[config.mk]
export PLATFORM = sky130hd
export DESIGN_NAME = ex_forward_hazard_unit
export DESIGN_NICKNAME = d
export VERILOG_FILES = /design/src/rtl/pipe_pkg.sv /design/src/rtl/ex_forward_hazard_unit_fwd_select.sv /design/src/rtl/ex_forward_hazard_unit.sv
export SDC_FILE = /design/constraint.sdc
export NUM_CORES = 1
export LEC_CHECK = 0
export ABC_AREA = 1
export CAP_MARGIN = 20
export CORE_UTILIZATION = 42
export DETAILED_ROUTE_END_ITERATION = 7
export MAX_ROUTING_LAYER = met4
export PLACE_DENSITY = 0.81
export SETUP_SLACK_MARGIN = 0.5
export SYNTH_ARGS = -nofsm -noshare
export SYNTH_HDL_FRONTEND = slang
export SYNTH_SLANG_ARGS = --single-unit
[constraint.sdc]
create_clock -name clk -period 2.2 [get_ports clk]
set_input_delay 0.33 -clock clk [delete_from_list [all_inputs] [get_ports clk]]
set_output_delay 0.33 -clock clk [all_outputs]
set_load 0.05 [all_outputs]
[src/rtl/pipe_pkg.sv]
// Shared EX-stage pipeline types: forward-select encodings and the
// pipeline-register tuple carried through EX/MEM.
package pipe_pkg;

  localparam int XLEN   = 64;
  localparam int RIDX_W = 5;

  typedef enum logic [1:0] {
    FWD_REG = 2'b00,
    FWD_MEM = 2'b10,
    FWD_WB  = 2'b01
  } fwd_sel_e;

  typedef struct packed {
    logic [RIDX_W-1:0] rd;
    logic              reg_write;
    logic              mem_read;
    logic [XLEN-1:0]   result;
  } pipe_reg_t;

endpackage

[src/rtl/ex_forward_hazard_unit_fwd_select.sv]
// Per-operand forward select: youngest in-flight producer wins, x0 never forwarded.
module fwd_select
  import pipe_pkg::*;
(
  input  logic [RIDX_W-1:0] i_rs,
  input  logic [RIDX_W-1:0] i_em_rd,
  input  logic              i_em_reg_write,
  input  logic              i_em_mem_read,
  input  logic [RIDX_W-1:0] i_wb_rd,
  input  logic              i_wb_reg_write,
  output fwd_sel_e          o_sel
);

  logic w_em_hit;
  logic w_wb_hit;

  // A load sitting in EX/MEM has no data yet; the load-use stall keeps it from matching.
  assign w_em_hit = i_em_reg_write && !i_em_mem_read && (i_em_rd != '0) && (i_em_rd == i_rs);
  assign w_wb_hit = i_wb_reg_write && (i_wb_rd != '0) && (i_wb_rd == i_rs);

  always_comb begin
    o_sel = FWD_REG;
    if (w_em_hit) begin
      o_sel = FWD_MEM;
    end else if (w_wb_hit) begin
      o_sel = FWD_WB;
    end
  end

endmodule

[src/rtl/ex_forward_hazard_unit.sv]
// EX-stage producer side: EX/MEM and MEM/WB registers, operand forwarding,
// load-use stall request and a saturating stall counter.
module ex_forward_hazard_unit #(
  parameter int XLEN   = pipe_pkg::XLEN,
  parameter int RIDX_W = pipe_pkg::RIDX_W,
  parameter int CNT_W  = 32
) (
  input  logic              clk,
  input  logic              reset_n,
  input  logic              ex_valid,
  input  logic [RIDX_W-1:0] ex_rd,
  input  logic              ex_reg_write,
  input  logic              ex_mem_read,
  input  logic [XLEN-1:0]   ex_result,
  input  logic [XLEN-1:0]   mem_rdata,
  input  logic [RIDX_W-1:0] idex_rs1,
  input  logic [RIDX_W-1:0] idex_rs2,
  input  logic [RIDX_W-1:0] ifid_rs1,
  input  logic [RIDX_W-1:0] ifid_rs2,
  output logic [1:0]        forward_a,
  output logic [1:0]        forward_b,
  output logic [XLEN-1:0]   em_result,
  output logic [XLEN-1:0]   wb_result,
  output logic [RIDX_W-1:0] wb_rd,
  output logic              wb_reg_write,
  output logic              stall,
  output logic [CNT_W-1:0]  stall_count
);

  import pipe_pkg::*;

  pipe_reg_t         r_em;
  logic [RIDX_W-1:0] r_wb_rd;
  logic              r_wb_reg_write;
  logic [XLEN-1:0]   r_wb_result;
  logic [CNT_W-1:0]  r_stall_count;

  logic              w_stall;
  fwd_sel_e          w_fwd_a;
  fwd_sel_e          w_fwd_b;

  assign w_stall = ex_valid && ex_mem_read && (ex_rd != '0) &&
                   ((ex_rd == ifid_rs1) || (ex_rd == ifid_rs2));

  // No enable: a stall reaches these registers only as the ex_valid=0 bubble.
  always_ff @(posedge clk) begin
    if (!reset_n) begin
      r_em           <= '0;
      r_wb_rd        <= '0;
      r_wb_reg_write <= 1'b0;
      r_wb_result    <= '0;
      r_stall_count  <= '0;
    end else begin
      r_em.rd        <= ex_rd;
      r_em.reg_write <= ex_reg_write && ex_valid;
      r_em.mem_read  <= ex_mem_read && ex_valid;
      r_em.result    <= ex_result;
      r_wb_rd        <= r_em.rd;
      r_wb_reg_write <= r_em.reg_write;
      r_wb_result    <= r_em.mem_read ? mem_rdata : r_em.result;
      if (w_stall && (r_stall_count != '1)) begin
        r_stall_count <= r_stall_count + CNT_W'(1);
      end
    end
  end

  fwd_select u_fwd_a (
    .i_rs           (idex_rs1),
    .i_em_rd        (r_em.rd),
    .i_em_reg_write (r_em.reg_write),
    .i_em_mem_read  (r_em.mem_read),
    .i_wb_rd        (r_wb_rd),
    .i_wb_reg_write (r_wb_reg_write),
    .o_sel          (w_fwd_a)
  );

  fwd_select u_fwd_b (
    .i_rs           (idex_rs2),
    .i_em_rd        (r_em.rd),
    .i_em_reg_write (r_em.reg_write),
    .i_em_mem_read  (r_em.mem_read),
    .i_wb_rd        (r_wb_rd),
    .i_wb_reg_write (r_wb_reg_write),
    .o_sel          (w_fwd_b)
  );

  assign forward_a    = w_fwd_a;
  assign forward_b    = w_fwd_b;
  assign em_result    = r_em.result;
  assign wb_result    = r_wb_result;
  assign wb_rd        = r_wb_rd;
  assign wb_reg_write = r_wb_reg_write;
  assign stall        = w_stall;
  assign stall_count  = r_stall_count;

endmodule

==> results.tsv, run 1 <==
stage	metric	value	unit
run_status	outcome	finished clean	
floorplanning	rows	48	
logic_synthesis	synth_compound_area_share	5.814	%
clock_tree	postCtsHoldBufs	0	
power	power_density	667.7	mW/mm^2
final_layout	nets	1489	
critical_path	r2r_setup_slack	0.40	ns
sta	slew_headroom	49.54	%
flow_run	drv_cap	0	
floorplanning	die_area	0.01842	mm^2
critical_path	path_class	primary input to output pin	
min_path	min_path_type	primary input to flop	
power	vdd_drop_max	0.0005133	V
sta	maxSlewViolCount	0	
global_route	antenna_found_initial	1	
place	detailedPlace.worstSlack	0.05179	ns
clock_tree	root_buffer	clkbuf_16	
logic_synthesis	synthMuxAreaShare	0	%
critical_path	cp-end-kind	output pin	
clock_tree	path_clk_slew	0.07	ns
min_path	holdPathStages	3	
drt	wl_per_cell	15.28	um
logic_synthesis	synthSimpleGateAreaFrac	27.70	%
final_layout	design_area	0.01148	mm^2
final_layout	syn_to_final_growth	52.81	%
logic_synthesis	synth_adder_area_share	0.1666	%
clock_tree	clockBufferDepth	2	
global_route	grt_overflow_total	0	
drt	drc	0	
logic_synthesis	yosysWarnings	0	
clock_tree	cts_made_buffers	17	
sta	tightest_slew	0.7569	ns
clock_tree	htreeDepth	4	
sta	finalSetupViolCount	0	
logic_synthesis	synthXorXnorAreaFrac	3.848	%
min_path	hp-start	ex_rd[2]	
power	power.leakage	5.857	nW
final_layout	multiInputGateArea	0.003124	mm^2
floorplanning	io_pins	329	
logic_synthesis	syn_area	0.007511	mm^2
sta	rsz0062_at_grt	yes	
place	gp_congestion	0.9201	
drt	vias_per_cell	4.755	
logic_synthesis	ys_seq_area_share	46.11	%
critical_path	rr_startpoint	stall_count[1]	
critical_path	r2r_end	stall_count[31]	
global_route	track_usage	24.88	%
logic_synthesis	synth_nets	1225	
sta	clock_skew	0.01649	ns
sta	fin_ws	0.2171	ns
drt	drtAntennaViolNets	0	
critical_path	cp-start-kind	primary input	
final_layout	nFillCells	1442	
critical_path	cp.arrival	1.65	ns
drt	vias	7461	
logic_synthesis	synth_seq_cells	173	
critical_path	required	1.87	ns
clock_tree	cts_sinks	173	
drt	drt_pre_antenna_iters	5	
logic_synthesis	syn_area_per_cell	7.046	um^2
global_route	grt_pass1_wl	34000	um
sta	tns	0	ns
global_route	grt_pass1_vias	6484	
global_route	grt_max_degree	65	
logic_synthesis	synth_cell_types	27	
sta	hold_viol	0	
floorplanning	die_w	135.7	um
critical_path	cp_max_fo	2	
place	placed_area	0.01061	mm^2
power	power.total	7.663	mW
drt	drt_iter0_markers	408	
sta	max_freq	504.3	MHz
sta	finalCritPeriodShare	90.13	%
critical_path	worst-r2r-cell-count	11	
floorplanning	die_h	135.7	um
logic_synthesis	netlist_instances	1066	
final_layout	drive_above_1_share	14.07	%
floorplanning	core	0.01736	mm^2
sta	period_needed	1.983	ns
clock_tree	clk_latency	0.43	ns
min_path	hold_end	r_em[68]	
place	port-buffer-count	328	
floorplanning	initial_utilization	43.27	%
clock_tree	cts_tree	built	
place	hpwl	16550	um
final_layout	seq_area	0.003517	mm^2
logic_synthesis	synth_top_family_by_area	simple AND/OR/NAND/NOR gates	
drt	wl	23980	um
-- synthesized netlist by cell type --
library cell	number	share of area, %
clkbuf_1	28	1.4
dfxtp_1	173	46
o21ai_0	70	4.7
nor2_1	234	12
buf_2	4	0.27
ha_1	1	0.17
or2_2	1	0.083
inv_2	2	0.10
nand2_1	233	12
nand2_2	3	0.25
nor2_4	1	0.15
nand4_1	14	1.2
o21ai_1	4	0.27
nor3_1	7	0.47
inv_1	143	7.1
buf_6	3	0.45
xor2_1	18	2.1
nand3_4	1	0.23
buf_1	4	0.20
o21bai_1	5	0.50
xnor2_1	15	1.7
nor4_1	2	0.17
a21oi_2	1	0.12
nor2_2	3	0.25
buf_4	68	6.8
a21oi_1	4	0.27
nand3_1	24	1.6
-- metrics by stage --
stage	hold slack, ns	instances	utilization [%]
2_1_floorplan	0.4077	1066	-
3_3_place_gp	0.4158	1524	61.11
3_5_place_dp	0.4192	1524	61.11
4_1_cts	0.2370	1561	64.16
5_1_grt	0.1304	1569	66.13
6_report	0.1285	1569	66.13
-- layout by cell type, fill, tap and decap left out, drive strengths merged --
| cell | synthesis | final |
|---|---|---|
| dlygate4sd2 | 0 | 145 |
| xnor2 | 15 | 15 |
| o21bai | 5 | 5 |
| a21oi | 5 | 5 |
| diode | 0 | 1 |
| clkdlybuf4s50 | 0 | 139 |
| buf | 79 | 27 |
| nor3 | 7 | 7 |
| inv | 145 | 154 |
| or2 | 1 | 1 |
| dfxtp | 173 | 173 |
| nor2 | 238 | 238 |
| o21ai | 74 | 74 |
| nand3 | 25 | 25 |
| clkbuf | 28 | 32 |
| nor4 | 2 | 2 |
| clkinv | 0 | 5 |
| clkdlybuf4s15 | 0 | 27 |
| nand2 | 236 | 236 |
| nand4 | 14 | 14 |
| xor2 | 18 | 18 |
| ha | 1 | 1 |
-- layout make-up --
type	count	area share [%]
Antenna cell	1	0.02180
Timing Repair Buffer	352	29.94
Clock buffer	18	3.739
Clock inverter	14	1.243
Inverter	145	4.742
Multi-Input combinational cell	641	27.22
Tap cell	225	2.453
Sequential cell	173	30.64
-- kinds of logic (layout without fill, tap and decap cells) --
kind of cell,Yosys count,after routing
buffers and inverters,252,529
flip-flops,173,173
AO/OA/AOI/OAI,84,84
AND/OR/NAND/NOR,523,523
adder cells (fa/ha/maj),1,1
other,0,1
XOR/XNOR,33,33
-- critical path, cell delays in order --
cell and delay, ns:
clkdlybuf4s50_1 0.46, xor2_1 0.16, nor3_1 0.20, nand3_1 0.15, nor3_4 0.18, buf_6 0.18
-- how the worst max path moves through the flow --
stage / endpoint / depth (start not counted) / from
after detailed placement: forward_b[0] / 7 / idex_rs2[2]
after global routing: forward_b[0] / 7 / r_em[68]
after floorplan: forward_a[0] / 4 / wb_rd[0]
after CTS: forward_a[0] / 5 / wb_rd[0]
after global placement: forward_b[0] / 7 / idex_rs2[0]
final: forward_a[0] / 6 / idex_rs1[0]
-- what timing repair did --
action / 4_1_cts / 5_1_grt
pin swaps: 12 / 34
endpoints found under the setup margin: 203 / 58
setup buffers: 2 / 3
cloned: 3 / 4
gates resized for setup: 230 / 100
-- power breakdown --
part           total [mW]  internal (mW)  switching (mW)
registers            3.35           3.28          0.0735
clock network        2.92           1.52            1.41
logic                1.39          0.506           0.881
-- state kept, by name (all words and copies together) (netlist names) --
| signal | count |
|---|---|
| em_result | 64 |
| wb_result | 64 |
| stall_count | 32 |
| r_em | 7 |
| wb_rd | 5 |
| wb_reg_write | 1 |
-- layer usage --
metal  GRT usage, %  routed length, um
met5              -                  0
met2          41.33              11820
met3          6.697               1901
met1          28.04               9339
met4          10.49                913
Note: power is estimated with default switching activity, not from simulation.
==> run 2, diff against run 1 <==
--- a/config.mk
+++ b/config.mk
@@ -7,6 +7,7 @@
 export LEC_CHECK = 0
 export ABC_AREA = 1
 export CAP_MARGIN = 20
+export CORE_MARGIN = 2
 export CORE_UTILIZATION = 42
 export DETAILED_ROUTE_END_ITERATION = 7
 export MAX_ROUTING_LAYER = met4
==> run 2 against run 1 <==
  * Core utilization is 0.42 points higher
  * Maximum frequency decreased by 1.7%
  * Critical endpoint unchanged
  * Combinational power about the same
  * Clock power up 3%
  * Flip-flop and latch count unchanged
  * Sequential power hardly changed
  * Critical path depth increased by 1
==> results.tsv, run 2 (synthesis gave the netlist of run 1 again) <==
stage	metric	value	unit	change
sta	slew_headroom	48.36	%	-1.2 points
sta	hold_viol	0		unchanged
place	gp_congestion	0.8776		-4.6%
clock_tree	cts_tree	built		
power	power.total	7.781	mW	+1.5%
global_route	grt_pass1_vias	7161		+10%
critical_path	crit_top_cell	nor3_4		
clock_tree	path_clk_slew	0.07	ns	about the same
global_route	antenna_found_initial	0		-1
critical_path	required	1.87	ns	about the same
run_status	outcome	finished clean		
floorplanning	initial_utilization	43.13	%	-0.15 points
clock_tree	cts_made_buffers	17		unchanged
flow_run	drv_cap	0		unchanged
sta	maxSlewViolCount	0		unchanged
critical_path	rr_startpoint	stall_count[1]		
drt	drc	0		unchanged
final_layout	final_common_cell	nor2_1		
final_layout	nets	1501		+0.81%
final_layout	final_cell_mix	222 x nor2_1, 200 x nand2_1, 139 x clkdlybuf4s50_1		
floorplanning	io_pins	329		unchanged
place	port-buffer-count	328		unchanged
critical_path	cp_max_fo	4		+2
global_route	grt_pass1_wl	36880	um	+8.5%
critical_path	cp-end-kind	output pin		
clock_tree	root_buffer	clkbuf_16		
global_route	grt_overflow_total	0		unchanged
sta	finalSetupViolCount	0		unchanged
critical_path	path_class	flop to output pin		
drt	vias_per_cell	4.853		+2.1%
final_layout	syn_to_final_growth	54.31	%	
critical_path	worst-r2r-cell-count	12		+1
sta	period_needed	2.018	ns	+0.03499 ns
min_path	hp-start	ex_rd[2]		
drt	wl_per_cell	16.51	um	+8.0%
critical_path	critPathLaunch	r_em[68]		
drt	drt_iter0_markers	504		+24%
critical_path	cp-start-kind	flop		
critical_path	r2r_end	stall_count[26]		
final_layout	drive_above_1_share	16.01	%	+1.9 points
sta	tightest_slew	0.7747	ns	+0.01780 ns
clock_tree	htreeDepth	4		unchanged
power	power.leakage	5.936	nW	+1.3%
place	hpwl	17470	um	+5.6%
floorplanning	core	0.01742	mm^2	+0.35%
critical_path	cpMaxStageDelayCell	dfxtp_4		
drt	drtAntennaViolNets	0		unchanged
drt	drt_pre_antenna_iters	6		+1
power	power_density	671.3	mW/mm^2	+0.55%
sta	tns	0	ns	unchanged
drt	vias	7668		+2.8%
clock_tree	cts_sinks	173		unchanged
floorplanning	die_w	137.7	um	+1.5%
min_path	min_path_type	primary input to flop		
critical_path	critPathMaxStageDelay	0.39	ns	-0.07 ns
sta	max_freq	495.6	MHz	-1.7%
clock_tree	clk_latency	0.43	ns	about the same
floorplanning	die_h	137.7	um	+1.5%
floorplanning	rows	48		unchanged
critical_path	path_cells	nor3_4, nand2_1, nand3_2, nor4_1, buf_4, nor3_4, buf_6		
critical_path	cp.arrival	1.69	ns	+0.04 ns
critical_path	r2r_setup_slack	0.38	ns	-0.02 ns
min_path	hold_end	r_em[68]		
global_route	track_usage	26.01	%	+1.1 points
final_layout	nFillCells	1452		+0.69%
final_layout	antenna_cells	0		-1
sta	rsz0062_at_grt	yes		
min_path	holdPathStages	3		unchanged
global_route	grt_max_degree	68		+4.6%
clock_tree	clockBufferDepth	2		unchanged
floorplanning	die_area	0.01897	mm^2	+3.0%
power	vdd_drop_max	0.0005428	V	+5.8%
sta	clock_skew	0.01337	ns	-0.003123 ns
drt	wl	26080	um	+8.8%
sta	finalCritPeriodShare	91.72	%	+1.6 points
-- run 2: cell types whose count changed in the layout (fill, tap and decap cells not counted), sizes merged --
cell           delta
buf              +17
dlygate4sd2      -11
clkbuf            +7
clkinvlp          +3
clkdlybuf4s15     -2
clkinv            -2
inv               -2
bufinv            +1
diode             -1
dlymetal6s2s      +1
-- run 2: through the flow --
step                util (%)  hold WS [ns]  cell area [um^2]  worst slack, ns  cells
detailed placement     60.94        0.4153             10610           0.1130   1525
global route           66.54        0.1371             11590           0.1014   1580
finish                 66.54        0.1216             11590           0.1821   1580
global placement       60.94        0.4141             10610           0.1438   1525
CTS                    64.90        0.2168             11300           0.1933   1573
floorplan                  -        0.4077              7587           0.4846   1066
-- run 2: worst max-delay path, delay by kind of cell (launching register included) --
family / cells / cell delay (ns)
and+or+nand+nor: 5 / 0.53
DFF: 1 / 0.39
buffers and inverters: 2 / 0.34
-- run 2: power by group --
part	total [mW]	internal, mW	switching [mW]	leakage [nW]
Combinational	1.41	0.516	0.899	4.21
Sequential	3.35	3.28	0.0728	1.45
Clock	3.01	1.64	1.38	0.282
-- run 2: worst max path at each step --
stage / slack (ns) / end / cells after the start
3_3_place_gp: 0.14 / forward_b[0] / 7
3_5_place_dp: 0.11 / forward_b[0] / 7
2_1_floorplan: 0.48 / forward_a[0] / 4
6_report: 0.18 / forward_a[0] / 7
5_1_grt: 0.10 / forward_a[0] / 7
4_1_cts: 0.19 / forward_a[0] / 7
-- run 2: what timing repair did --
action / 4_1_cts / 5_1_grt
resized for setup: 238 / 138
pin swaps: 15 / 38
setup endpoints to repair: 203 / 66
endpoints found under the hold margin: 0 / 0
setup buffers: 12 / 4
hold buffers: 0 / 0
gates cloned: 4 / 3
-- run 2: per-layer routing --
metal,global-route usage (%),up-vias,wire [um]
li1,-,3687,-
met1,27.23,3455,9308
met2,43.67,396,12710
met3,8.241,130,2485
met4,14.12,0,1572
met5,-,-,0
-- run 2: layout make-up --
type                       instances  area [um^2]  share of cell area, %
clock inverter                    14        151.4                  1.306
clock buffer                      18        439.2                  3.789
sequential                       173         3527                  30.43
tap                              225        281.5                  2.429
multi-input combinational        641         3137                  27.06
inverter                         145        544.3                  4.696
timing repair buffer             364         3510                  30.28
==> RTL edit: new RTL, config.mk and constraints of run 1 <==
`r_wb_result` no longer has a reset.
--- a/src/rtl/ex_forward_hazard_unit.sv
+++ b/src/rtl/ex_forward_hazard_unit.sv
@@ -48,7 +48,6 @@
       r_em           <= '0;
       r_wb_rd        <= '0;
       r_wb_reg_write <= 1'b0;
-      r_wb_result    <= '0;
       r_stall_count  <= '0;
     end else begin
       r_em.rd        <= ex_rd;
@@ -57,11 +56,14 @@
       r_em.result    <= ex_result;
       r_wb_rd        <= r_em.rd;
       r_wb_reg_write <= r_em.reg_write;
-      r_wb_result    <= r_em.mem_read ? mem_rdata : r_em.result;
       if (w_stall && (r_stall_count != '1)) begin
         r_stall_count <= r_stall_count + CNT_W'(1);
       end
     end
+  end
+
+  always_ff @(posedge clk) begin
+    r_wb_result <= r_em.mem_read ? mem_rdata : r_em.result;
   end
 
   fwd_select u_fwd_a (
Function: differs if reset_n is asserted again (counterexample within 4 cycles, from zero or initial values and one cycle with reset_n low); with reset_n held inactive, the same outputs for 10 cycles.
==> RTL edit against run 1 <==
Setup slack lost 100 ps; area after synthesis shrank 1.5%; via count fell by 10%; final area down 0.58%; sequential share of layout area rose by 0.29 points; routed wire length fell by 1.1%; sequential cell count unchanged; power increased by 5.7%; critical endpoint is now forward_b[0].
==> RTL edit: results (changes against run 1) <==
- Status: complete, no violations
- Mean area per synthesized cell: 8.03 sq um (+14%)
- Skew final: 12.7 ps (-3.83 ps)
- Final Routed Wirelength: 23700 um (-1.1%)
- Headroom to the max-slew limit: 0.614 (+0.119)
- Iteration-0 DRC Markers: 382 (-6.4%)
- Synth cell types: 28 (+3.7%)
- Via-to-Cell Ratio: 4.66 (-2.1%)
- HP Class: input pin to flip-flop
- H-tree depth: 4 (unchanged)
- Post-Syn Nets: 1080 (-12%)
- Ratio of cells with drive above 1 in the final layout: 0.222 (+0.0813)
- Deepest clock path buffer count: 2 (unchanged)
- Buffers on Ports: 328 (unchanged)
- DP HPWL: 16900 um (+2.0%)
- Drt first pass iters: 4 (-1)
- Synth Flop Type: dfxtp_1
- Synth area leaders: dfxtp_1, nand2_1, mux2_2
- Vias in the first global route: 6385 (-1.5%)
- P_leak: 5.64 nW (-3.7%)
- Gr usage total: 0.259 (+0.00975)
- Largest net degree at the start of global routing: 96 (+48%)
- FFs w/ async S/R, synth: 0 (unchanged)
- Placed inst area: 10500 sq um (-0.93%)
- Share of the yosys chip area belonging to registers: 0.468 (+0.00702)
- DP Worst Slack: 100 ps (+48.3 ps)
- First-pass GRT wire length: 34400 um (+1.3%)
- CP Max Fanout: 2 (unchanged)
- Filler cells: 1420 (-1.5%)
- Initial antenna violation count: 1 (unchanged)
- Top cell types by occurrence after synthesis: nand2_1, dfxtp_1, inv_1
- CP arrival: 1760 ps (+110 ps)
- Clk root buf: clkbuf_16
- GPL Wtd Cong: 0.960 (+4.4%)
- Peak VDD IR: 0.533 mV (+3.9%)
- CTS buffer count: 17 (unchanged)
- Worst-path clk slew: 70 ps (about the same)
- Clk_lat worst skew: 420 ps
- Yosys warns: 0 (unchanged)
- Final cell count without fillers: 1442 (-8.1%)
-- RTL edit: cell types whose count changed after synthesis, sizes merged, moves of 4 or more --
cell    delta
clkbuf    -15
nand3      -4
inv        -4
mux2      +64
o21ai     -64
nor2     -128
-- RTL edit: path summary, 6_finish.rpt --
check	slack, ps	startpoint	to	cells past startpoint
min	130	ex_rd[2]	r_em[68]$_SDFF_PN0_	3
max	110	idex_rs2[2]	forward_b[0]	7
max reg2reg	460	stall_count[0]$_SDFFE_PN0P_	stall_count[26]$_SDFFE_PN0P_	12
min reg2reg	440	r_em[65]$_SDFF_PN0_	wb_reg_write$_SDFF_PN0_	2
-- RTL edit: power by group --
part	leakage, nW	internal (mW)	switching (mW)
combinational	3.87	0.563	0.912
clock	0.315	1.92	1.31
sequential	1.45	3.30	0.0864
-- RTL edit: area by class of cell --
cell class                 instances  area [sq um]  share of cell area
antenna                            1          2.50            0.000219
clock buffer                      17           425              0.0373
clock inverter                    15           205              0.0180
inverter                         141           532              0.0466
multi-input combinational        514          3030               0.265
sequential                       173          3530               0.309
tap                              225           282              0.0247
timing repair buffer             356          3410               0.299
-- RTL edit: critical path, cell delays in order --
cell             delay, ps
clkdlybuf4s50_1        540
xnor2_2                130
nand3_2                110
nor4_2                 270
buf_4                  190
nor2_4                  30
buf_6                  150
-- RTL edit: cell families (layout without fill, tap and decap cells) --
logic type                 after synthesis  count (layout)  share of synthesized area
AOI/OAI and AO/OA                       19              19                     0.0156
xor gates and xnor gates                33              33                     0.0391
adders and majority gates                1               1                    0.00169
buffers and inverters                  234             529                      0.159
DFF                                    173             173                      0.468
muxes                                   64              64                     0.0974
other                                    0               1                          0
and+or+nand+nor                        397             397                      0.219
-- RTL edit: metrics by stage --
stage | power (mW) | hold slack [ps]
6_report | 8.10 | 134
5_1_grt | 8.40 | 148
4_1_cts | 8.13 | 233
3_5_place_dp | 5.01 | 422
3_3_place_gp | 4.98 | 418
2_1_floorplan | 4.38 | 407
-- RTL edit: what timing repair did --
| item | 4_1_cts | 5_1_grt |
|---|---|---|
| buffers inserted | 8 | 6 |
| endpoints found under the setup margin | 200 | 79 |
| endpoints found under the hold margin | 0 | 0 |
| gates resized for setup | 239 | 136 |
| hold buffers | 0 | 0 |
| pin swaps | 12 | 35 |
| gates cloned | 3 | 2 |
-- RTL edit: metal layers --
layer	GRT usage	vias up	share of wire
met5	-	-	0
met4	0.0843	0	0.030
met3	0.0642	40	0.070
met2	0.461	272	0.53
met1	0.280	3112	0.37
li1	-	3292	-
